**src/rtl/nn_fixed_pkg.sv**
```systemverilog
// nn_fixed_pkg: fixed-point defaults, neuron FSM states and the saturating adder
// Shared by neuron_mac_stream and neuron_lane_mul.
package nn_fixed_pkg;
    localparam int WGT_W_D = 19;
    localparam int PIX_W_D = 10;
    localparam int ACC_W_D = 26;
    typedef enum logic [1:0] {IDLE, ACCUM, DRAIN, OUT} state_t;
    // Add two signed values and clamp the sum to a w-bit two's complement range.
    function automatic logic signed [63:0] sat_add(input logic signed [63:0] a, input logic signed [63:0] b, input int w);
        logic signed [63:0] s, mx, mn;
        s  = a + b;
        mx = (64'sd1 <<< (w - 1)) - 64'sd1;
        mn = -mx - 64'sd1;
        return s > mx ? mx : s < mn ? mn : s;
    endfunction
endpackage

```
**src/rtl/neuron_lane_mul.sv**
```systemverilog
// neuron_lane_mul: one lane of signed weight x unsigned pixel, realigned and registered
// Ports: clk, rst (sync, active high), en (load product), wgt (signed weight),
//        pix (unsigned pixel), prod (registered product >>> FRAC_SH).
module neuron_lane_mul import nn_fixed_pkg::*; #(
    parameter int WGT_W   = WGT_W_D,
    parameter int PIX_W   = PIX_W_D,
    parameter int FRAC_SH = 9
) (
    input  logic                           clk,
    input  logic                           rst,
    input  logic                           en,
    input  logic [WGT_W-1:0]               wgt,
    input  logic [PIX_W-1:0]               pix,
    output logic signed [WGT_W+PIX_W:0]    prod
);
    localparam int PW = WGT_W + PIX_W + 1;
    logic signed [PW-1:0] full;
    // Pixel gets a zero sign bit so it multiplies as a non-negative signed value.
    always_comb full = PW'($signed(wgt)) * PW'($signed({1'b0, pix}));
    always_ff @(posedge clk) begin
        if (rst) prod <= '0;
        else if (en) prod <= full >>> FRAC_SH;
    end
endmodule

```
**src/rtl/neuron_mac_stream.sv**
```systemverilog
// neuron_mac_stream: streaming saturated dot-product neuron (LANES products per beat)
// Ports: clk, rst (sync, active high);
//        s_valid/s_ready/s_wgt/s_pix/s_last - operand beat stream, lane k at [k*W +: W];
//        m_valid/m_ready/m_result          - saturated dot product handshake;
//        m_sat     - a clamp happened somewhere in this vector;
//        m_len_err - s_last did not coincide with beat N_IN/LANES.
module neuron_mac_stream import nn_fixed_pkg::*; #(
    parameter int N_IN    = 785,
    parameter int LANES   = 1,
    parameter int WGT_W   = WGT_W_D,
    parameter int PIX_W   = PIX_W_D,
    parameter int ACC_W   = ACC_W_D,
    parameter int FRAC_SH = 9
) (
    input  logic                     clk,
    input  logic                     rst,
    input  logic                     s_valid,
    output logic                     s_ready,
    input  logic [LANES*WGT_W-1:0]   s_wgt,
    input  logic [LANES*PIX_W-1:0]   s_pix,
    input  logic                     s_last,
    output logic                     m_valid,
    input  logic                     m_ready,
    output logic [ACC_W-1:0]         m_result,
    output logic                     m_sat,
    output logic                     m_len_err
);
    localparam int BEATS = N_IN / LANES;
    localparam int CNT_W = $clog2(BEATS + 1);
    localparam int PW    = WGT_W + PIX_W + 1;
    localparam int SW    = PW + $clog2(LANES) + 1;
    state_t state, state_nx;
    logic [CNT_W-1:0] cnt, cnt_nx;
    logic fire, done, clr, v1, v2, sat, len_err, sat_hit;
    logic signed [PW-1:0] prod [LANES];
    logic signed [SW-1:0] tree, tree_q;
    logic signed [ACC_W-1:0] acc;
    logic signed [63:0] raw, sum_sat;
    assign s_ready   = !rst && (state == IDLE || state == ACCUM);
    assign fire      = s_valid && s_ready;
    assign cnt_nx    = cnt + CNT_W'(1);
    // A vector ends on s_last or, if s_last never comes, on the last legal beat.
    assign done      = s_last || cnt_nx == CNT_W'(BEATS);
    assign clr       = state == OUT && m_ready;
    assign m_valid   = state == OUT;
    assign m_result  = acc;
    assign m_sat     = sat;
    assign m_len_err = len_err;
    for (genvar i = 0; i < LANES; i++) begin : g_lane
        neuron_lane_mul #(.WGT_W(WGT_W), .PIX_W(PIX_W), .FRAC_SH(FRAC_SH)) u_mul (
            .clk  (clk),
            .rst  (rst),
            .en   (fire),
            .wgt  (s_wgt[i*WGT_W +: WGT_W]),
            .pix  (s_pix[i*PIX_W +: PIX_W]),
            .prod (prod[i])
        );
    end
    always_comb begin
        tree = '0;
        for (int k = 0; k < LANES; k++) tree = tree + SW'(prod[k]);
    end
    always_comb begin
        raw     = 64'(acc) + 64'(tree_q);
        sum_sat = sat_add(64'(acc), 64'(tree_q), ACC_W);
        sat_hit = sum_sat != raw;
    end
    // DRAIN waits until both pipe stages are empty so the result is final on OUT entry.
    always_comb state_nx = fire ? (done ? DRAIN : ACCUM)
                         : (state == DRAIN && !v1 && !v2) ? OUT
                         : clr ? IDLE : state;
    always_ff @(posedge clk) begin
        if (rst) begin
            state   <= IDLE;
            cnt     <= '0;
            v1      <= 1'b0;
            v2      <= 1'b0;
            tree_q  <= '0;
            acc     <= '0;
            sat     <= 1'b0;
            len_err <= 1'b0;
        end else begin
            state <= state_nx;
            v1    <= fire;
            v2    <= v1;
            if (v1) tree_q <= tree;
            if (clr) begin
                acc     <= '0;
                sat     <= 1'b0;
                len_err <= 1'b0;
                cnt     <= '0;
            end else begin
                if (v2) begin
                    acc <= ACC_W'(sum_sat);
                    sat <= sat | sat_hit;
                end
                if (fire) begin
                    cnt     <= cnt_nx;
                    len_err <= len_err | (s_last != (cnt_nx == CNT_W'(BEATS)));
                end
            end
        end
    end
endmodule

```
**config.mk**
```make
export PLATFORM = sky130hd
export DESIGN_NAME = neuron_mac_stream
export DESIGN_NICKNAME = d
export VERILOG_FILES = /design/src/rtl/nn_fixed_pkg.sv /design/src/rtl/neuron_lane_mul.sv /design/src/rtl/neuron_mac_stream.sv
export SDC_FILE = /design/constraint.sdc
export NUM_CORES = 1
export LEC_CHECK = 0
export ABC_AREA = 1
export CORE_MARGIN = 5
export CORE_UTILIZATION = 54
export CTS_CLUSTER_SIZE = 14
export DETAILED_ROUTE_END_ITERATION = 16
export HOLD_SLACK_MARGIN = 0.12
export PLACE_DENSITY_LB_ADDON = 0.3
export SLEW_MARGIN = 20
export SYNTH_ARGS = -nofsm -noshare
export SYNTH_HDL_FRONTEND = slang
export SYNTH_SLANG_ARGS = --single-unit
```
**constraint.sdc**
```tcl
create_clock -name clk -period 6.9 [get_ports clk]
set_input_delay 1.38 -clock clk [delete_from_list [all_inputs] [get_ports clk]]
set_output_delay 1.38 -clock clk [all_outputs]
set_load 0.005 [all_outputs]
```
==> results of run 1 <==
sequential cells by signal, summed over array words and instances, names as in the netlist:
register,count
state,2
cnt,10
m_len_err,1
v1,1
v2,1
m_sat,1
tree_q,21
g_lane.u_mul.prod,21
m_result,26
critical path, delay by kind of cell:
kind / cells / cell delay, ns
buf+inv: 6 / 1.02
simple gates: 3 / 0.32
xor+xnor: 1 / 0.30
fa+ha+maj: 6 / 2.84
compound gates: 3 / 0.68
power groups by stage:
stage,combinational [W],clock (W),sequential [W]
floorplan,0.00300,0,0.000612
global placement,0.00391,0,0.000629
detailed placement,0.00396,0,0.000632
CTS,0.00399,0.000461,0.000621
global route,0.00461,0.000483,0.000629
finish,0.00399,0.000457,0.000622
layout make-up:
type	instances	area [um^2]	share of cell area (%)
Clock inverter	6	45.0	0.325
Multi-Input combinational cell	1181	9000	64.9
Timing Repair Buffer	84	838	6.04
Tap cell	319	399	2.88
Inverter	448	1680	12.1
Clock buffer	10	229	1.65
Sequential cell	84	1680	12.1
stage by stage:
stage	setup slack [ns]	power [W]	cell area [um^2]	hold slack (ns)
final	0.556	0.00507	13900	0.450
after global routing	0.138	0.00572	13900	0.481
after CTS	0.597	0.00507	13900	0.455
after detailed placement	0.245	0.00459	13600	0.445
after global placement	0.250	0.00454	13600	0.441
after floorplan	0.928	0.00362	12600	0.429
per-layer routing:
layer	track usage (%)	routed length [um]
met1	33.4	13600
met2	39.9	14000
met3	3.24	1840
met4	4.35	506
met5	0	0
kinds of logic after synthesis:
logic type                 share of synthesized area [%]
DFF                                                 13.3
AOI/OAI and AO/OA                                   11.6
adders and majority gates                           36.0
and+or+nand+nor                                     21.4
xor gates and xnor gates                            2.29
buffers and inverters                               15.4
placed cells by master, fill, tap and decap left out, types with 13 or more instances in the layout:
| cell type | count |
|---|---|
| nand4_1 | 15 |
| a21oi_2 | 28 |
| a21oi_1 | 92 |
| xor2_1 | 18 |
| o21ai_0 | 93 |
| dfxtp_1 | 83 |
| fa_1 | 169 |
| clkdlybuf4s50_1 | 63 |
| o21bai_1 | 13 |
| nand2_1 | 419 |
| nand2_2 | 28 |
| nor2_1 | 77 |
| nand3_1 | 57 |
| buf_4 | 17 |
| ha_1 | 93 |
| inv_1 | 441 |
| xnor2_1 | 15 |
path summary, 6_finish.rpt:
check,slack [ns],endpoint,cells past startpoint
setup / recovery,0.56,g_lane[0].u_mul.prod[6],19
hold reg to reg,0.45,m_len_err,2
setup reg to reg,4.32,m_result[24],13
hold / removal,0.45,m_len_err,2
Yosys cell counts (9+ instances only):
| cell type | count |
|---|---|
| o21bai_1 | 13 |
| xor2_1 | 18 |
| fa_1 | 169 |
| nand2_2 | 28 |
| ha_1 | 93 |
| nand4_1 | 15 |
| nor2_1 | 77 |
| nor3_1 | 12 |
| inv_1 | 441 |
| a21oi_2 | 28 |
| nand3_1 | 57 |
| xnor2_1 | 15 |
| o21ai_0 | 93 |
| dfxtp_1 | 84 |
| clkbuf_1 | 50 |
| a21oi_1 | 92 |
| nor2_2 | 9 |
| nand2_1 | 419 |
==> summary.txt, run 1 <==
Timing
  – Slew @ Worst Pin: 0.777 ns
  – Slew margin rel.: 48.0%
  – Slew Limit Fails: 0
  – Fin crit share: 91.9%
  – Fin crit period: 6.34 ns
  – Final hold violations: 0
  – Peak Freq: 158 MHz
  – Worst Skew: 0.0125 ns
  – RSZ-0062 raised after global routing: false
  – Setup violations, final: 0
  – Sum Neg Setup Slack: 0 ns

Yosys
  – Synth Cell Area: 12600 um^2
  – Mean post-synth cell area: 7.11 um^2
  – Top cell type's share of synthesized area: 26.8%
  – Post-synth cell types: 43
  – Flip-flop and latch count after synthesis: 84
  – Syn nets: 2072
  – Yosys warns: 0
  – Synth Instances: 1776
  – FFs w/ async S/R, synth: 0%
  – Sequential share of the synthesized area: 13.3%
  – Cell taking the most area after synthesis: fa_1
  – Synth top area cells: fa_1 (27%), dfxtp_1 (13%), inv_1 (13%), nand2_1 (12%), ha_1 (9.2%)
  – Main synth FF type: dfxtp_1
  – Post-synth EDFFs: 0

Clock network
  – Clock Tree Buf Depth: 2
  – Post-CTS Hold Buffers: 0
  – Post-CTS sizing: 0
  – CTS root buf: clkbuf_16
  – Clk_lat worst skew: 0.35 ns
  – CTS clk-pin slew, worst paths: 0.07 ns
  – Post-CTS Setup Bufs: 0
  – Clock sinks: 84
  – CTS tree: built
  – CTS H-Tree Depth: 3
  – Num CTS Buffers: 9

Routing
  – Vias per inst: 5.17
  – Via count: 11033
  – Per-cell routed wire length: 14.0 um
  – Routed WL: 30000 um
  – Initial DRC count: 754
  – Antenna Nets Post-Route: 0
  – Residual DRC: 0
  – Drt first pass iters: 5

Power
  – Peak VDD IR: 0.307 mV
  – Leak: 7.51 nW
  – P_int: 0.00226 W
  – PwrDens: 365 nW/um^2
  – Clock Power Share: 9.0%
  – Switching power: 0.00281 W
  – Reg power frac: 12.3%
  – Gate power share: 78.7%
  – Switching fraction of total power: 55.4%

Place
  – Final HPWL DP: 25300 um
  – Placer Congestion: 0.960
  – Placed cell count: 2116
  – Port-buffer cells: 63

Final layout
  – Cell Count, Final, Fillers Out: 2132
  – Layout cells sized above 1: 6.84%
  – Nets: 2104
  – Fill cell count: 2170
  – Area Growth Syn to Fin: 9.88%
  – Layout Utilization: 59.7%
  – Antenna cells: 0

Critical path
  – Crit path from: s_pix[2]
  – Crit path arrival time: 6.57 ns
  – Worst setup path class: input pin to flip-flop
  – Worst R2R Start: tree_q[20]
  – Required time worst endpoint: 7.12 ns
  – Worst Path Max Fanout: 11
  – CP endpoint kind: flip-flop
  – Most used cell, CP: fa_1
  – Slowest-stage cell, CP: fa_1
  – CP peak stage delay: 0.59 ns
  – CP Launch Type: input pin
  – Crit-path cells: clkdlybuf4s50_1 > buf_4 > buf_4 > nand2_1 > fa_1 > fa_1 > inv_1 > fa_1 > fa_1 > fa_1 > ha_1 > inv_1 > o21ai_0 > nor2_1 > o21ai_0 > inv_1 > nand2_1 > xor2_1 > a21oi_1

Min path
  – HP Class: flip-flop to flip-flop
  – Min-delay src: m_len_err

Outcome
  – Status: finished, final reports clean

Die
  – Rows: 56
  – Starting Density: 54.3%
  – Die height: 163 um
  – Die Span X: 163 um
  – Io pins: 64
  – Core footprint: 23300 um^2
  – Die footprint: 26600 um^2

GRT
  – Largest net degree at the start of global routing: 40
  – GRT Total Usage: 23.8%
  – Number of global-route vias before repair: 10981
  – Global route overflow: 0
  – Initial antenna violation count: 0
  – First-pass GRT wire length: 52200 um

Flow run
  – # Max-Cap Violations: 0
Note: power is estimated with default switching activity, not from simulation.
==> run 2: changes to the inputs <==
==> constraint.sdc (replaced) <==
create_clock -name clk -period 6.9 [get_ports clk]
set_input_delay 1.035 -clock clk [delete_from_list [all_inputs] [get_ports clk]]
set_output_delay 1.035 -clock clk [all_outputs]
set_load 0.005 [all_outputs]
==> run 2 against run 1 <==
Fmax fell by 1.1%. Clock power is 18% higher. Register-to-register slack got worse by 0.04 ns. Clock-buffer cell count down 1. Combinational power hardly changed. Design area shrank 0.32%. Sequential share of layout area hardly changed. Setup slack worse by 0.068 ns. Critical path type unchanged. Critical endpoint is now g_lane[0].u_mul.prod[16].
==> summary.txt, run 2 (synthesis results as in run 1) <==
Critical path
  – Worst setup path class: input pin to flip-flop
  – Crit path arrival time: 6.66 ns (+0.09 ns)
  – CP Launch Type: input pin
  – Required time worst endpoint: 7.15 ns (+0.03 ns)
  – CP peak stage delay: 0.82 ns (+0.23 ns)
  – CP delay by family, top: adder cells
  – WP buf/inv: 6 (unchanged)
  – Crit-path cells: clkdlybuf4s50_1 > nand2_1 > inv_1 > fa_1 > fa_1 > inv_1 > fa_1 > fa_1 > inv_1 > fa_1 > ha_1 > nand2_1 > nor2_1 > inv_1 > nor2_1 > nand4_1 > nand3_1 > nand3_1 > nand2_1 > inv_1
  – CP endpoint kind: flip-flop
  – Worst Path Max Fanout: 12 (+1)
  – Slowest-stage cell, CP: clkdlybuf4s50_1

Routing
  – Vias per inst: 5.12 (-1.0%)
  – Antenna Nets Post-Route: 0 (unchanged)
  – Drt first pass iters: 5 (unchanged)
  – Per-cell routed wire length: 14.0 um (-0.58%)
  – Via count: 10886 (-1.3%)
  – Initial DRC count: 730 (-3.2%)
  – Routed WL: 29700 um (-0.91%)
  – Residual DRC: 0 (unchanged)

Final layout
  – Antenna cells: 0 (unchanged)
  – Leading cell types in the layout, fill and taps excluded: inv_1 (441), nand2_1 (419), fa_1 (169)
  – Area Growth Syn to Fin: 9.53%
  – Nets: 2097 (-0.33%)
  – Fin area: 13800 um^2 (-0.32%)
  – Fill cell count: 2201 (+1.4%)
  – Layout cells sized above 1: 6.53% (-0.31 points)
  – Max FFs per register: 26 (unchanged)
  – Commonest non-fill, non-tap cell in the layout: inv_1
  – Cell Count, Final, Fillers Out: 2125 (-0.33%)

Die
  – Die Span X: 163 um (unchanged)
  – Starting Density: 54.3% (unchanged)
  – Core footprint: 23300 um^2 (unchanged)
  – Rows: 56 (unchanged)
  – Die height: 163 um (unchanged)
  – Io pins: 64 (unchanged)
  – Die footprint: 26600 um^2 (unchanged)

GRT
  – Number of global-route vias before repair: 11165 (+1.7%)
  – GRT Total Usage: 23.8% (about the same)
  – Global route overflow: 0 (unchanged)
  – First-pass GRT wire length: 52100 um (-0.20%)
  – Initial antenna violation count: 0 (unchanged)
  – Largest net degree at the start of global routing: 40 (unchanged)

Min path
  – HP Class: flip-flop to flip-flop

Place
  – Placer Congestion: 0.947 (-1.3%)
  – Placement Cell Area: 13500 um^2 (-0.75%)
  – Port-buffer cells: 63 (unchanged)
  – Setup WS pre-CTS: 0.188 ns (-0.0573 ns)
  – Placed cell count: 2109 (-0.33%)
  – Final HPWL DP: 25300 um (about the same)

Power
  – Leak: 7.48 nW (-0.41%)
  – Tot Pwr: 0.00512 W (+1.0%)
  – Peak VDD IR: 0.300 mV (-2.3%)
  – PwrDens: 370 nW/um^2 (+1.4%)

Clock network
  – Clock sinks: 84 (unchanged)
  – Post-CTS sizing: 0 (unchanged)
  – Clock Tree Buf Depth: 2 (unchanged)
  – CTS root buf: clkbuf_16
  – CTS clk-pin slew, worst paths: 0.07 ns (about the same)
  – CTS tree: built
  – Post-CTS Hold Buffers: 0 (unchanged)
  – Num CTS Buffers: 9 (unchanged)
  – Clk_lat worst skew: 0.35 ns (about the same)
  – CTS H-Tree Depth: 3 (unchanged)
  – Post-CTS Setup Bufs: 0 (unchanged)

Timing
  – Fin crit period: 6.41 ns (+0.0677 ns)
  – Worst setup margin: 0.489 ns (-0.0677 ns)
  – Peak Freq: 156 MHz (-1.1%)
  – Worst Skew: 0.00714 ns (-0.00535 ns)
  – Slew margin rel.: 33.4% (-15 points)
  – RSZ-0062 raised after global routing: false
  – Setup violations, final: 0 (unchanged)
  – Fin crit share: 92.9% (+0.98 points)
  – Slew Limit Fails: 0 (unchanged)
  – Slew @ Worst Pin: 0.998 ns (+0.221 ns)
  – Final hold violations: 0 (unchanged)
  – Sum Neg Setup Slack: 0 ns (unchanged)

Flow run
  – # Max-Cap Violations: 0 (unchanged)

Outcome
  – Status: finished, final reports clean
[run 2: where the power goes]
| part | internal [W] | total, W | switching, W |
|---|---|---|---|
| combinational | 0.00143 | 0.00396 | 0.00253 |
| clock | 0.000324 | 0.000538 | 0.000214 |
| sequential | 0.000574 | 0.000622 | 0.0000478 |
[run 2: per-layer routing]
| layer | share of wire, % | vias to the layer above | GRT usage, % |
|---|---|---|---|
| li1 | - | 5366 | - |
| met1 | 45 | 5179 | 32.8 |
| met2 | 48 | 301 | 40.7 |
| met3 | 5.2 | 40 | 2.53 |
| met4 | 1.6 | 0 | 5.22 |
| met5 | 0 | - | 0 |
[run 2: path summary, 6_finish.rpt]
| kind | start | endpoint | slack [ns] | cells after the start |
|---|---|---|---|---|
| max reg2reg | tree_q[20] | m_result[2] | 4.28 | 13 |
| min | m_len_err | m_len_err | 0.46 | 2 |
| min reg2reg | m_len_err | m_len_err | 0.46 | 2 |
| max | s_pix[2] | g_lane[0].u_mul.prod[16] | 0.49 | 20 |
[run 2: area by class of cell]
class	count	area, um^2	area share, %
Timing Repair Buffer	77	736	5.32
Sequential cell	84	1680	12.2
Multi-Input combinational cell	1181	9000	65.1
Clock inverter	7	108	0.778
Tap cell	319	399	2.88
Inverter	448	1680	12.2
Clock buffer	9	225	1.63
[run 2: per-stage QoR]
stage	utilization [%]	hold slack, ns
2_1_floorplan	-	0.429
3_3_place_gp	58.0	0.441
3_5_place_dp	58.0	0.449
4_1_cts	59.5	0.458
5_1_grt	59.5	0.475
6_report	59.5	0.458
[run 2: worst min-delay path, stage by stage (launching register included)]
cell	delay, ns
dfxtp_1	0.31
inv_1	0.05
a21oi_1	0.05
==> run 3: changes to the inputs <==
- CORE_UTILIZATION: 54 -> 40
- PLACE_DENSITY: unset -> 0.69
- PLACE_DENSITY_LB_ADDON: 0.3 -> unset
==> run 3 against run 2 <==
The run now ends with DRC left. Non-clock buffer count is 3 higher. Flip-flop and latch count did not move. Fmax rose by 2.4%. Setup slack better by 0.15 ns.
==> summary.txt, run 3 (synthesis results as in run 1) <==
Clock network
  – CTS H-Tree Depth: 3 (unchanged)
  – Post-CTS Hold Buffers: 0 (unchanged)
  – CTS tree: built
  – Clock sinks: 84 (unchanged)
  – Clk_lat worst skew: 0.34 ns (about the same)
  – Num CTS Buffers: 9 (unchanged)
  – Clock Tree Buf Depth: 2 (unchanged)
  – Post-CTS Setup Bufs: 0 (unchanged)
  – Post-CTS sizing: 0 (unchanged)
  – CTS root buf: clkbuf_16
  – CTS clk-pin slew, worst paths: 0.07 ns (about the same)

Timing
  – Fin crit period: 6.26 ns (-0.150 ns)
  – RSZ-0062 raised after global routing: false
  – Slew Limit Fails: 0 (unchanged)
  – Setup violations, final: 0 (unchanged)
  – Worst Skew: 0.00705 ns (-0.0000928 ns)
  – Slew @ Worst Pin: 1.05 ns (+0.0567 ns)
  – Slew margin rel.: 29.6% (-3.8 points)
  – Sum Neg Setup Slack: 0 ns (unchanged)
  – Final hold violations: 0 (unchanged)
  – Peak Freq: 160 MHz (+2.4%)
  – Fin crit share: 90.7% (-2.2 points)

Power
  – Tot Pwr: 0.00517 W (+0.82%)
  – Reg power frac: 12.0% (about the same)
  – Peak VDD IR: 0.250 mV (-17%)
  – PwrDens: 371 nW/um^2 (+0.26%)
  – Leak: 7.48 nW (about the same)
  – Clock Power Share: 9.1% (-1.4 points)
  – Switching power: 0.00289 W (+3.5%)
  – Switching fraction of total power: 56.0% (+1.4 points)
  – P_int: 0.00227 W (-2.4%)
  – Gate power share: 78.9% (+1.5 points)

Routing
  – Per-cell routed wire length: 14.1 um (+0.78%)
  – Residual DRC: 2 (+2)
  – Drt first pass iters: 11 (+6)
  – Initial DRC count: 681 (-6.7%)
  – Antenna Nets Post-Route: 0 (unchanged)
  – Via count: 11023 (+1.3%)
  – Vias per inst: 4.99 (-2.7%)
  – Routed WL: 31100 um (+4.9%)

Critical path
  – CP delay by family, top: adder cells
  – Crit-path cells: clkdlybuf4s50_1 > nand2_1 > inv_1 > fa_1 > fa_1 > inv_1 > fa_1 > fa_1 > inv_1 > fa_1 > ha_1 > nand2_1 > nor3_1 > a21oi_1 > o21ai_0 > nor2_1 > nand3_1 > nand3_1 > nand2_1 > inv_1
  – CP Launch Type: input pin
  – CP endpoint kind: flip-flop
  – Worst r2r path cells: 13 (unchanged)
  – CP peak stage delay: 0.72 ns (-0.10 ns)
  – WP buf/inv: 5 (-1)
  – Worst setup path class: input pin to flip-flop
  – Levels on crit path: 20 (unchanged)
  – R2r setup slk: 4.24 ns (-0.04 ns)
  – Worst Path Max Fanout: 10 (-2)
  – Most used cell, CP: fa_1
  – Required time worst endpoint: 7.14 ns (about the same)
  – Crit path arrival time: 6.50 ns (-0.16 ns)
  – Slowest-stage cell, CP: clkdlybuf4s50_1

Place
  – Final HPWL DP: 26100 um (+3.0%)
  – Placement Cell Area: 13600 um^2 (+0.94%)
  – Port-buffer cells: 63 (unchanged)
  – Placer Congestion: 0.931 (-1.7%)

Min path
  – Hold Path Stages: 2 (unchanged)
  – HP Class: flip-flop to flip-flop

Final layout
  – Antenna cells: 0 (unchanged)
  – Max FFs per register: 26 (unchanged)
  – Area Growth Syn to Fin: 10.1%
  – Nets: 2100 (+0.14%)
  – Layout cells sized above 1: 6.63% (+0.10 points)
  – Fill cell count: 3175 (+44%)
  – Commonest non-fill, non-tap cell in the layout: inv_1
  – Layout Utilization: 44.3% (-15 points)
  – Fin area: 13900 um^2 (+0.56%)
  – Leading cell types in the layout, fill and taps excluded: inv_1 (441), nand2_1 (419), fa_1 (169)

Die
  – Io pins: 64 (unchanged)
  – Core footprint: 31400 um^2 (+35%)
  – Rows: 65 (+16%)
  – Die height: 188 um (+15%)
  – Starting Density: 40.2% (-14 points)
  – Die Span X: 188 um (+15%)
  – Die footprint: 35200 um^2 (+33%)

Outcome
  – Failing checks: DRC
  – Status: finished with violations

GRT
  – Global route overflow: 0 (unchanged)
  – GRT Total Usage: 18.1% (-5.7 points)
  – Number of global-route vias before repair: 11308 (+1.3%)
  – Largest net degree at the start of global routing: 40 (unchanged)
  – First-pass GRT wire length: 53700 um (+3.1%)
  – Initial antenna violation count: 0 (unchanged)

Flow run
  – # Max-Cap Violations: 0 (unchanged)
[run 3: metrics by stage]
step | hold slack (ns) | cells | worst slack, ns
4_1_cts | 0.455 | 2211 | 0.633
6_report | 0.450 | 2211 | 0.639
3_5_place_dp | 0.445 | 2195 | 0.295
3_3_place_gp | 0.438 | 2195 | 0.266
5_1_grt | 0.472 | 2211 | 0.201
2_1_floorplan | 0.429 | 1776 | 1.27
[run 3: area by class of cell]
type / count / area [um^2] / share of cell area (%)
repair buffers: 80 / 758 / 5.45
flip-flops and latches: 84 / 1680 / 12.1
well taps: 402 / 503 / 3.62
inverters: 448 / 1680 / 12.1
clock buffers: 10 / 239 / 1.72
multi-input cells: 1181 / 9000 / 64.7
clock inverters: 6 / 46.3 / 0.333
[run 3: worst register-to-register path: stages (launching register included)]
cell,delay [ns]
dfxtp_1,0.55
ha_1,0.38
nand2_1,0.17
inv_2,0.05
nand2_1,0.06
nand2_1,0.06
nand2_1,0.07
nand2_1,0.06
a21oi_2,0.11
nand3_2,0.11
nand2_4,0.13
inv_4,0.06
a21oi_4,0.58
a21oi_1,0.15
[run 3: power by group through the flow]
stage,combinational [W],clock [W],sequential [W]
floorplan,0.00300,0,0.000612
global placement,0.00400,0,0.000628
detailed placement,0.00404,0,0.000631
CTS,0.00407,0.000484,0.000620
global route,0.00470,0.000505,0.000628
finish,0.00407,0.000471,0.000621
[run 3: path summary, 6_finish.rpt]
path	from	to
setup / recovery	s_wgt[18]	g_lane[0].u_mul.prod[20]
hold / removal	m_len_err	m_len_err
setup reg to reg	tree_q[20]	m_result[24]
hold reg to reg	m_len_err	m_len_err
[run 3: routing by layer]
layer  routed length, um  track usage, %  up-vias
met1               13700            24.2     5283
met3                1600            1.75       45
met4                 492            3.59        0
met5                   0               0        -
li1                    -               -     5379
met2               15300            32.2      316
